File: src/rtl/encoder_8x3_queue_if.sv
// Handshake bundle for the 8-request priority encoder queue: request load in, code/valid out, ready back.
interface encoder_8x3_queue_if;
   logic [7:0] D;
   logic       load;
   logic       ready;
   logic       x;
   logic       y;
   logic       z;
   logic       valid;
   logic [3:0] count;
   logic       ovf;

   modport master (
      output D, load, ready,
      input  x, y, z, valid, count, ovf
   );

   modport slave (
      input  D, load, ready,
      output x, y, z, valid, count, ovf
   );
endinterface

File: src/rtl/encoder_8x3_queue.sv
// Priority encoder queue: merges loaded requests, emits the highest pending index; ready=0 holds code and set.
// Load edge -> valid next cycle; optional sticky lost-request flag under ENCODER_OVF_FLAG_EN.
module encoder_8x3_queue (
   input  logic                clk,
   input  logic                rst_n,
   encoder_8x3_queue_if.slave  bus
);

   typedef enum logic {IDLE, SERVE} state_t;

   state_t     state;
   logic [7:0] pend;
   logic [7:0] pend_clr;
   logic [7:0] pend_nxt;
   logic [7:0] acc_mask;
   logic [2:0] code;
   logic [3:0] count_q;
   logic       accept;

   function automatic logic [2:0] top_index(input logic [7:0] v);
      logic [2:0] idx;
      idx = 3'd0;
      for (int i = 0; i < 8; i++) begin
         if (v[i]) idx = 3'(i);
      end
      return idx;
   endfunction

   function automatic logic [3:0] pop_count(input logic [7:0] v);
      logic [3:0] cnt;
      cnt = 4'd0;
      for (int i = 0; i < 8; i++) begin
         cnt = cnt + {3'b000, v[i]};
      end
      return cnt;
   endfunction

   assign accept = (state == SERVE) && bus.ready;

   // Accept clears first, then load ORs in, so a reloaded accepted bit survives.
   always_comb begin
      acc_mask = 8'h00;
      if (accept) acc_mask[code] = 1'b1;
      pend_clr = pend & ~acc_mask;
      pend_nxt = bus.load ? (pend_clr | bus.D) : pend_clr;
   end

   always_ff @(posedge clk or negedge rst_n) begin
      if (!rst_n) begin
         state   <= IDLE;
         pend    <= 8'h00;
         code    <= 3'd0;
         count_q <= 4'd0;
      end else begin
         pend    <= pend_nxt;
         code    <= top_index(pend_nxt);
         count_q <= pop_count(pend_nxt);
         state   <= (pend_nxt == 8'h00) ? IDLE : SERVE;
      end
   end

   assign bus.valid = (state == SERVE);
   assign bus.x     = code[2];
   assign bus.y     = code[1];
   assign bus.z     = code[0];
   assign bus.count = count_q;

`ifdef ENCODER_OVF_FLAG_EN
   logic ovf_q;

   // A request is lost when it lands on a bit still pending and not leaving this edge.
   always_ff @(posedge clk or negedge rst_n) begin
      if (!rst_n) begin
         ovf_q <= 1'b0;
      end else if (bus.load && ((bus.D & pend & ~acc_mask) != 8'h00)) begin
         ovf_q <= 1'b1;
      end
   end

   assign bus.ovf = ovf_q;
`else
   assign bus.ovf = 1'b0;
`endif

endmodule

File: src/flat_wrapper.sv
// flat-port wrapper written by rule: the top's interface ports become plain ports
module encoder_8x3_queue_flat 
  (clk, rst_n, bus_D, bus_load, bus_ready, bus_x, bus_y, bus_z, bus_valid, bus_count, bus_ovf);
  encoder_8x3_queue_if bus_i ();
  input  logic clk;
  input  logic rst_n;
  input wire logic [$bits(bus_i.D)-1:0] bus_D;
  input wire logic [$bits(bus_i.load)-1:0] bus_load;
  input wire logic [$bits(bus_i.ready)-1:0] bus_ready;
  output wire logic [$bits(bus_i.x)-1:0] bus_x;
  output wire logic [$bits(bus_i.y)-1:0] bus_y;
  output wire logic [$bits(bus_i.z)-1:0] bus_z;
  output wire logic [$bits(bus_i.valid)-1:0] bus_valid;
  output wire logic [$bits(bus_i.count)-1:0] bus_count;
  output wire logic [$bits(bus_i.ovf)-1:0] bus_ovf;
  assign bus_i.D = bus_D;
  assign bus_i.load = bus_load;
  assign bus_i.ready = bus_ready;
  assign bus_x = bus_i.x;
  assign bus_y = bus_i.y;
  assign bus_z = bus_i.z;
  assign bus_valid = bus_i.valid;
  assign bus_count = bus_i.count;
  assign bus_ovf = bus_i.ovf;
  encoder_8x3_queue u_core (.clk(clk), .rst_n(rst_n), .bus(bus_i));
endmodule
File: config.mk
export PLATFORM = sky130hd
export DESIGN_NAME = encoder_8x3_queue_flat
export DESIGN_NICKNAME = d
export VERILOG_FILES = /design/src/rtl/encoder_8x3_queue_if.sv /design/src/rtl/encoder_8x3_queue.sv /design/src/flat_wrapper.sv
export SDC_FILE = /design/constraint.sdc
export NUM_CORES = 1
export LEC_CHECK = 0
export ABC_CLOCK_PERIOD_IN_PS = 4400
export BUFFER_PORTS_ARGS = -buffer_cell sky130_fd_sc_hd__buf_4
export CAP_MARGIN = 40
export CORE_MARGIN = 4
export CORE_UTILIZATION = 28
export DETAILED_ROUTE_END_ITERATION = 7
export SLEW_MARGIN = 20
export SYNTH_ARGS = -nofsm -noshare
export SYNTH_HDL_FRONTEND = slang
export SYNTH_SLANG_ARGS = --single-unit
File: constraint.sdc
create_clock -name clk -period 4.4 [get_ports clk]
set_input_delay 0.22 -clock clk [delete_from_list [all_inputs] [get_ports clk]]
set_output_delay 0.22 -clock clk [all_outputs]
set_load 0.005 [all_outputs]
==> results of run 1 <==
-- flip-flops by register name (all words and copies together) (netlist names) --
name / count
u_core.bus.valid: 1
u_core.bus.count: 4
u_core.code: 3
u_core.pend: 8
-- cell families (layout without fill, tap and decap cells) --
kind of cell,count (synthesis),count (layout),share of synthesized area [%]
AOI/OAI and AO/OA,14,14,12.7
buffers and inverters,12,33,5.69
other,1,1,0.438
adders and majority gates,8,8,15.2
and+or+nand+nor,25,25,18.3
xor gates and xnor gates,1,1,1.02
DFF,16,16,46.7
-- power groups by stage --
| stage | Combinational, mW | Clock [mW] | Sequential (mW) |
|---|---|---|---|
| finish | 0.217 | 0.0745 | 0.209 |
| global route | 0.251 | 0.0819 | 0.214 |
| CTS | 0.222 | 0.0766 | 0.209 |
| detailed placement | 0.221 | 0 | 0.212 |
| global placement | 0.220 | 0 | 0.212 |
| floorplan | 0.137 | 0 | 0.212 |
-- synthesized netlist by cell type, types with 2 or more instances --
cell and count:
sky130_fd_sc_hd__dfrtp_1 16, sky130_fd_sc_hd__nand2_1 10, sky130_fd_sc_hd__inv_1 9, sky130_fd_sc_hd__fa_1 4, sky130_fd_sc_hd__ha_1 4, sky130_fd_sc_hd__nand4_1 4, sky130_fd_sc_hd__o21ai_2 3, sky130_fd_sc_hd__a22oi_1 2
sky130_fd_sc_hd__nand2b_1 2, sky130_fd_sc_hd__o21a_1 2
-- tightest hold or removal path, delay by kind of cell --
kind / cells / cell delay, ns
AOI/OAI and AO/OA: 1 / 0.11
buffers and inverters: 2 / 0.15
-- worst paths after layout --
path / start / to / slack (ns) / cells after the start
max: u_core.code[0] / u_core.bus.count[1] / 0.89 / 10
min: bus_D[0] / u_core.pend[0] / 0.23 / 3
max reg2reg: u_core.code[0] / u_core.bus.count[1] / 0.89 / 10
min reg2reg: u_core.pend[0] / u_core.pend[0] / 0.52 / 2
max in group asynchronous: rst_n / u_core.bus.count[3] / 3.89 / 2
min in group asynchronous: rst_n / u_core.code[0] / 0.33 / 2
-- timing repair --
action	4_1_cts	5_1_grt
buffers inserted	0	0
endpoints found under the setup margin	0	0
endpoints found under the hold margin	16	0
hold buffers	1	0
-- layer usage --
| layer | track usage (%) | wire length, um |
|---|---|---|
| met2 | 16.2 | 876 |
| met1 | 12.2 | 772 |
| met3 | 1.95 | 102 |
| met5 | 0 | 0 |
| met4 | 4.85 | 19 |
-- layout make-up --
cell class | instances | area share, %
sequential | 16 | 37.8
timing repair buffer | 20 | 14.4
tap | 31 | 3.66
multi-input combinational | 49 | 38.5
clock buffer | 3 | 2.13
inverter | 10 | 3.54
-- per-stage QoR --
step | cells | util [%] | total power, mW | instance area, sq um
after floorplan | 77 | - | 0.349 | 857
after global placement | 125 | 36.3 | 0.432 | 1030
after detailed placement | 125 | 36.3 | 0.433 | 1030
after CTS | 129 | 37.5 | 0.507 | 1060
after global routing | 129 | 37.5 | 0.547 | 1060
final | 129 | 37.5 | 0.501 | 1060
==> impl_metrics.toml, run 1 <==
[run_status]
outcome = "finished, final reports clean"

[detailed_routing]
route.detailed.wl_per_inst_um = 13.7
remaining_number_of_nets_flagged_by_the_antenna_check_after_routing = 0
detail_route.iter0.violations = 12
routed_via_density = 4.82
vias = 622
drt-pass1-iter-count = 4
drcViolationCount = 0
detail_route.wirelength_mm = 1.77

[cts]
cts.htree.levels = 1
cts_tree = "done"
clock_insertion_delay_worst_skew_ns = 0.28
cts_made_buffers = 3
clk_root_buffer_cell = "sky130_fd_sc_hd__clkbuf_4"
clk_pin_slew_ns = 0.09
maximum_clock_path_buffer_count = 2
post_cts.resized_instances = 0
clkSinkCount = 16

[cells_and_area]
antennaDiodeCount = 0
layout_common_cells = "sky130_fd_sc_hd__buf_4 (19), sky130_fd_sc_hd__dfrtp_1 (16), sky130_fd_sc_hd__nand2_1 (10), sky130_fd_sc_hd__inv_1 (9)"
drive_gt1_share_pct = 31.6
footprint_of_the_multi_input_gates_sq_um = 408
most_common_cell_after_layout_fill_and_taps_aside = "sky130_fd_sc_hd__buf_4"
area.sequential_sq_um = 400
num-fill-cells = 278
syn2layout_area_growth_pct = 23.7
layout.nets = 120

[yosys]
synth_top_flop_cell = "sky130_fd_sc_hd__dfrtp_1"
netlist_area_sq_um = 857
ys_async_sr_fraction_pct = 100
synth_top_area_share_pct = 46.7
synthesized_instance_count = 77
mappedNetlistNets = 97
ys_types = 31
postSynthAreaPerCell_sq_um = 11.1
number_of_enable_type_register_cells_in_the_synthesized_netlist = 0
synth.yosys.seq_area_share_pct = 46.7
ys_warn_count = 0
synth_top_cell_by_area = "sky130_fd_sc_hd__dfrtp_1"
synth-seq-cells = 16
largest_cells_by_area_after_synthesis = "sky130_fd_sc_hd__dfrtp_1 (47%), sky130_fd_sc_hd__fa_1 (9.3%), sky130_fd_sc_hd__ha_1 (5.8%)"

[worst_setup_path]
cp_common_cell = "sky130_fd_sc_hd__fa_1"
worstPathCellList = "nand3b_4 > or3_1 > a22oi_1 > ha_1 > fa_1 > fa_1 > fa_1 > inv_1 > fa_1 > inv_1"
crit_path_max_fanout = 4
cp-end-kind = "flip-flop"
critPathBufInv = 2
required_ns = 4.62
crit_arrival_ns = 3.73
critical-path-slowest-cell = "sky130_fd_sc_hd__fa_1"
family_of_cells_with_the_greatest_summed_delay_on_the_critical_path = "adder cells"
cp_slowest_stage_delay_ns = 0.51
timing_worst_setup_path_type = "reg2reg"
setup.worst_path.start_class = "flip-flop"

[floorplanning]
core_region_area_sq_mm = 0.00283
fp.dieW_um = 63.3
start_util_pct = 30.3
design.die.area_sq_mm = 0.00401
floorplan.die.height_um = 63.3
pin_count = 21
placementRows = 19

[timing]
setup_tns_final_ns = 0
finClkSkew_ns = 0.00583
max_freq_mhz = 285
fin_hold_ws_ns = 0.228
timing_max_transition_violations_final = 0
rsz0062_at_grt = "no"
worst_slack_ns = 0.890
count_of_endpoints_failing_hold_in_the_final_timing_report = 0
setup_viol = 0
final.period_utilization_pct = 79.8
fin_crit_ns = 3.51

[power_and_ir_drop]
comb_power_share_pct = 43.4
seqPwrFrac_pct = 41.7
worst_ir_drop_vdd_uv = 158
leakage_nw = 0.474
power_frac_clock_pct = 14.9
power.share.switching_pct = 34.4
cellInternalPower_mw = 0.329
net_switching_power_mw = 0.172
power_density_over_cell_area_mw_per_mm2 = 472

[global_routing]
global_route.overflow_total = 0
grtUsageTotal_pct = 9.83
vias_in_the_first_global_route = 666
grt_first_pass_wirelength_mm = 3.13
initial_antenna_violation_count = 0
grt_start_max_net_pins = 17

[placement]
globalplace.congestion = 0.756
input_output_buffers = 19
dp_slack_ns = 0.901
hpwlAfterDp_mm = 1.41

[worst_hold_path]
hold_path.class = "in2reg"

[run]
cap_violations = 0
(Power assumes the default switching activity.)
==> inputs of run 2 (changes only) <==
- ABC_AREA: default -> 1
- ABC_CLOCK_PERIOD_IN_PS: 4400 -> 3300
- clock period: 4.4 -> 3.3 ns (I/O delays scaled with it)
==> impl_metrics.toml, run 2 <==
[run_status]
outcome = "finished, final reports clean"

[yosys]
ys_warn_count = 0
postSynthAreaPerCell_sq_um = 9.38
ys_async_sr_fraction_pct = 100
synthesized_instance_count = 93
synth_top_flop_cell = "sky130_fd_sc_hd__dfrtp_1"
synth-seq-cells = 16
commonest_cells_in_the_synthesized_netlist = "sky130_fd_sc_hd__nand2_1 (25), sky130_fd_sc_hd__dfrtp_1 (16), sky130_fd_sc_hd__inv_1 (15), sky130_fd_sc_hd__inv_2 (5), sky130_fd_sc_hd__nor2_2 (5)"
mappedNetlistNets = 113
netlist_area_sq_um = 872
synth_top_area_share_pct = 45.9
number_of_enable_type_register_cells_in_the_synthesized_netlist = 0
largest_cells_by_area_after_synthesis = "sky130_fd_sc_hd__dfrtp_1 (46%), sky130_fd_sc_hd__nand2_1 (11%), sky130_fd_sc_hd__fa_1 (9.2%)"
synth_top_cell_by_area = "sky130_fd_sc_hd__dfrtp_1"
synth.yosys.seq_area_share_pct = 45.9
ys_types = 20
post-synth-top-count-cell = "sky130_fd_sc_hd__nand2_1"

[worst_setup_path]
cp_common_cell = "sky130_fd_sc_hd__nand2_1"
cp-endpoint = "u_core.bus.count[1]"
r2r_cells = 13
timing_worst_setup_path_type = "reg2reg"
cp_slowest_stage_delay_ns = 0.51
cp-startpoint = "u_core.bus.valid"
endpoint_of_the_worst_register_to_register_path = "u_core.bus.count[1]"
ff_to_ff_start = "u_core.bus.valid"
reg2reg_setup_slack_ns = 0.23
required_ns = 3.53
crit_path_max_fanout = 3
worstPathCellList = "nand2_1 > nor2_2 > nand2_1 > nand2_1 > nand2_1 > inv_1 > ha_1 > fa_1 > fa_1 > fa_2 > inv_1 > fa_1 > inv_1"
cp-end-kind = "flip-flop"
setup.worst_path.start_class = "flip-flop"
critical-path-slowest-cell = "sky130_fd_sc_hd__fa_1"
crit_arrival_ns = 3.30

[cts]
clk_root_buffer_cell = "sky130_fd_sc_hd__clkbuf_4"
clkSinkCount = 16
cts.htree.levels = 1
clk_pin_slew_ns = 0.10
clock_insertion_delay_worst_skew_ns = 0.28
cts_made_buffers = 3
cts_tree = "done"
maximum_clock_path_buffer_count = 2

[floorplanning]
floorplan.die.height_um = 63.8
start_util_pct = 30.3
pin_count = 21
core_region_area_sq_mm = 0.00288
placementRows = 19
fp.dieW_um = 63.8
design.die.area_sq_mm = 0.00407

[cells_and_area]
drive_gt1_share_pct = 37.0
syn2layout_area_growth_pct = 29.3
most_common_cell_after_layout_fill_and_taps_aside = "sky130_fd_sc_hd__nand2_1"
largest_register_ffs = 8
layout.nets = 140
antennaDiodeCount = 0
regMostFlops = "u_core.pend"
layout_common_cells = "sky130_fd_sc_hd__nand2_1 (25), sky130_fd_sc_hd__buf_4 (23), sky130_fd_sc_hd__dfrtp_1 (16), sky130_fd_sc_hd__inv_1 (15)"

[timing]
max_freq_mhz = 326
count_of_endpoints_failing_hold_in_the_final_timing_report = 0
fin_hold_ws_ns = 0.118
setup_viol = 0
finClkSkew_ns = 0.00529
final.period_utilization_pct = 93.1
rsz0062_at_grt = "no"
setup_tns_final_ns = 0
fin_crit_ns = 3.07
timing_max_transition_violations_final = 0

[global_routing]
global_route.overflow_total = 0
initial_antenna_violation_count = 0
grtUsageTotal_pct = 9.97
grt_first_pass_wirelength_mm = 3.11
vias_in_the_first_global_route = 685
grt_start_max_net_pins = 17

[detailed_routing]
route.detailed.wl_per_inst_um = 10.4
detail_route.wirelength_mm = 1.68
detail_route.iter0.violations = 19
remaining_number_of_nets_flagged_by_the_antenna_check_after_routing = 0
routed_via_density = 4.07
vias = 656
drt-pass1-iter-count = 4
drcViolationCount = 0

[power_and_ir_drop]
worst_ir_drop_vdd_uv = 381
power_density_over_cell_area_mw_per_mm2 = 641
leakage_nw = 0.562
power.total_mw = 0.722

[worst_hold_path]
hold_path.class = "in2reg"
min_from = "bus_D[7]"

[run]
cap_violations = 0

[placement]
input_output_buffers = 19
hpwlAfterDp_mm = 1.41
globalplace.congestion = 0.758
## run 2: changes by cell type after synthesis, sizes merged, moves of 2 or more
cell	change
o21a	-2
nand4	-3
nor2	+7
a22oi	-2
inv	+10
nand2	+15
o21ai	-5
nand2b	-2
and2	-2
a21boi	+5
a21oi	+4
## run 2: logic make-up (layout without fill, tap and decap cells)
kind of cell,Yosys count,in the layout,synth area share [%]
xor gates and xnor gates,1,1,1.00
DFF,16,16,45.9
AOI/OAI and AO/OA,10,10,8.89
other,1,1,0.430
buffers and inverters,22,48,10.8
and+or+nand+nor,35,35,18.1
adders and majority gates,8,8,14.9
## run 2: cell type report
cell class,instances,area (sq um)
tap,42,52.6
fill,303,1750
multi-input combinational,55,380
timing repair buffer,24,183
sequential,16,400
inverter,20,75.1
clock buffer,4,36.3
## run 2: critical path, delay by kind of cell (launching register included)
kind                     cells  cell delay (ns)
buffers and inverters        3             0.19
AND/OR/NAND/NOR              5             0.38
adder cells (fa/ha/maj)      5             2.07
flip-flops                   1             0.39
## run 2: where the power goes
group          switching (mW)  internal, mW  leakage, nW
logic                   0.165         0.157        0.381
clock network          0.0622        0.0671       0.0210
registers              0.0198         0.251        0.160
## run 2: worst min path at each step
stage | endpoint | depth (start not counted)
2_1_floorplan | u_core.bus.count[0] | 0
3_3_place_gp | u_core.bus.count[2] | 1
3_5_place_dp | u_core.bus.count[3] | 1
4_1_cts | u_core.code[0] | 3
5_1_grt | u_core.code[0] | 3
6_report | u_core.code[0] | 3
## run 2: metrics by stage
step                instances  worst slack, ns  util (%)  instance area, sq um
detailed placement        156           0.0879      37.5                  1080
floorplan                  93            0.241         -                   872
global route              161           0.0221      39.2                  1130
finish                    161            0.228      39.2                  1130
global placement          156            0.156      37.5                  1080
CTS                       161           0.0743      39.1                  1120
## run 2: what timing repair did
item | in CTS | in global routing
hold endpoints to repair | 16 | 0
setup buffers | 0 | 0
resized for setup | 0 | 1
hold buffers | 1 | 0
endpoints found under the setup margin | 0 | 1
## run 2: metal layers
metal	part of all wire, %	routed length, um	track usage [%]
met5	0	0	0
met4	0.59	10	2.96
met3	9.3	156	4.38
met2	45	759	14.8
met1	45	755	13.1
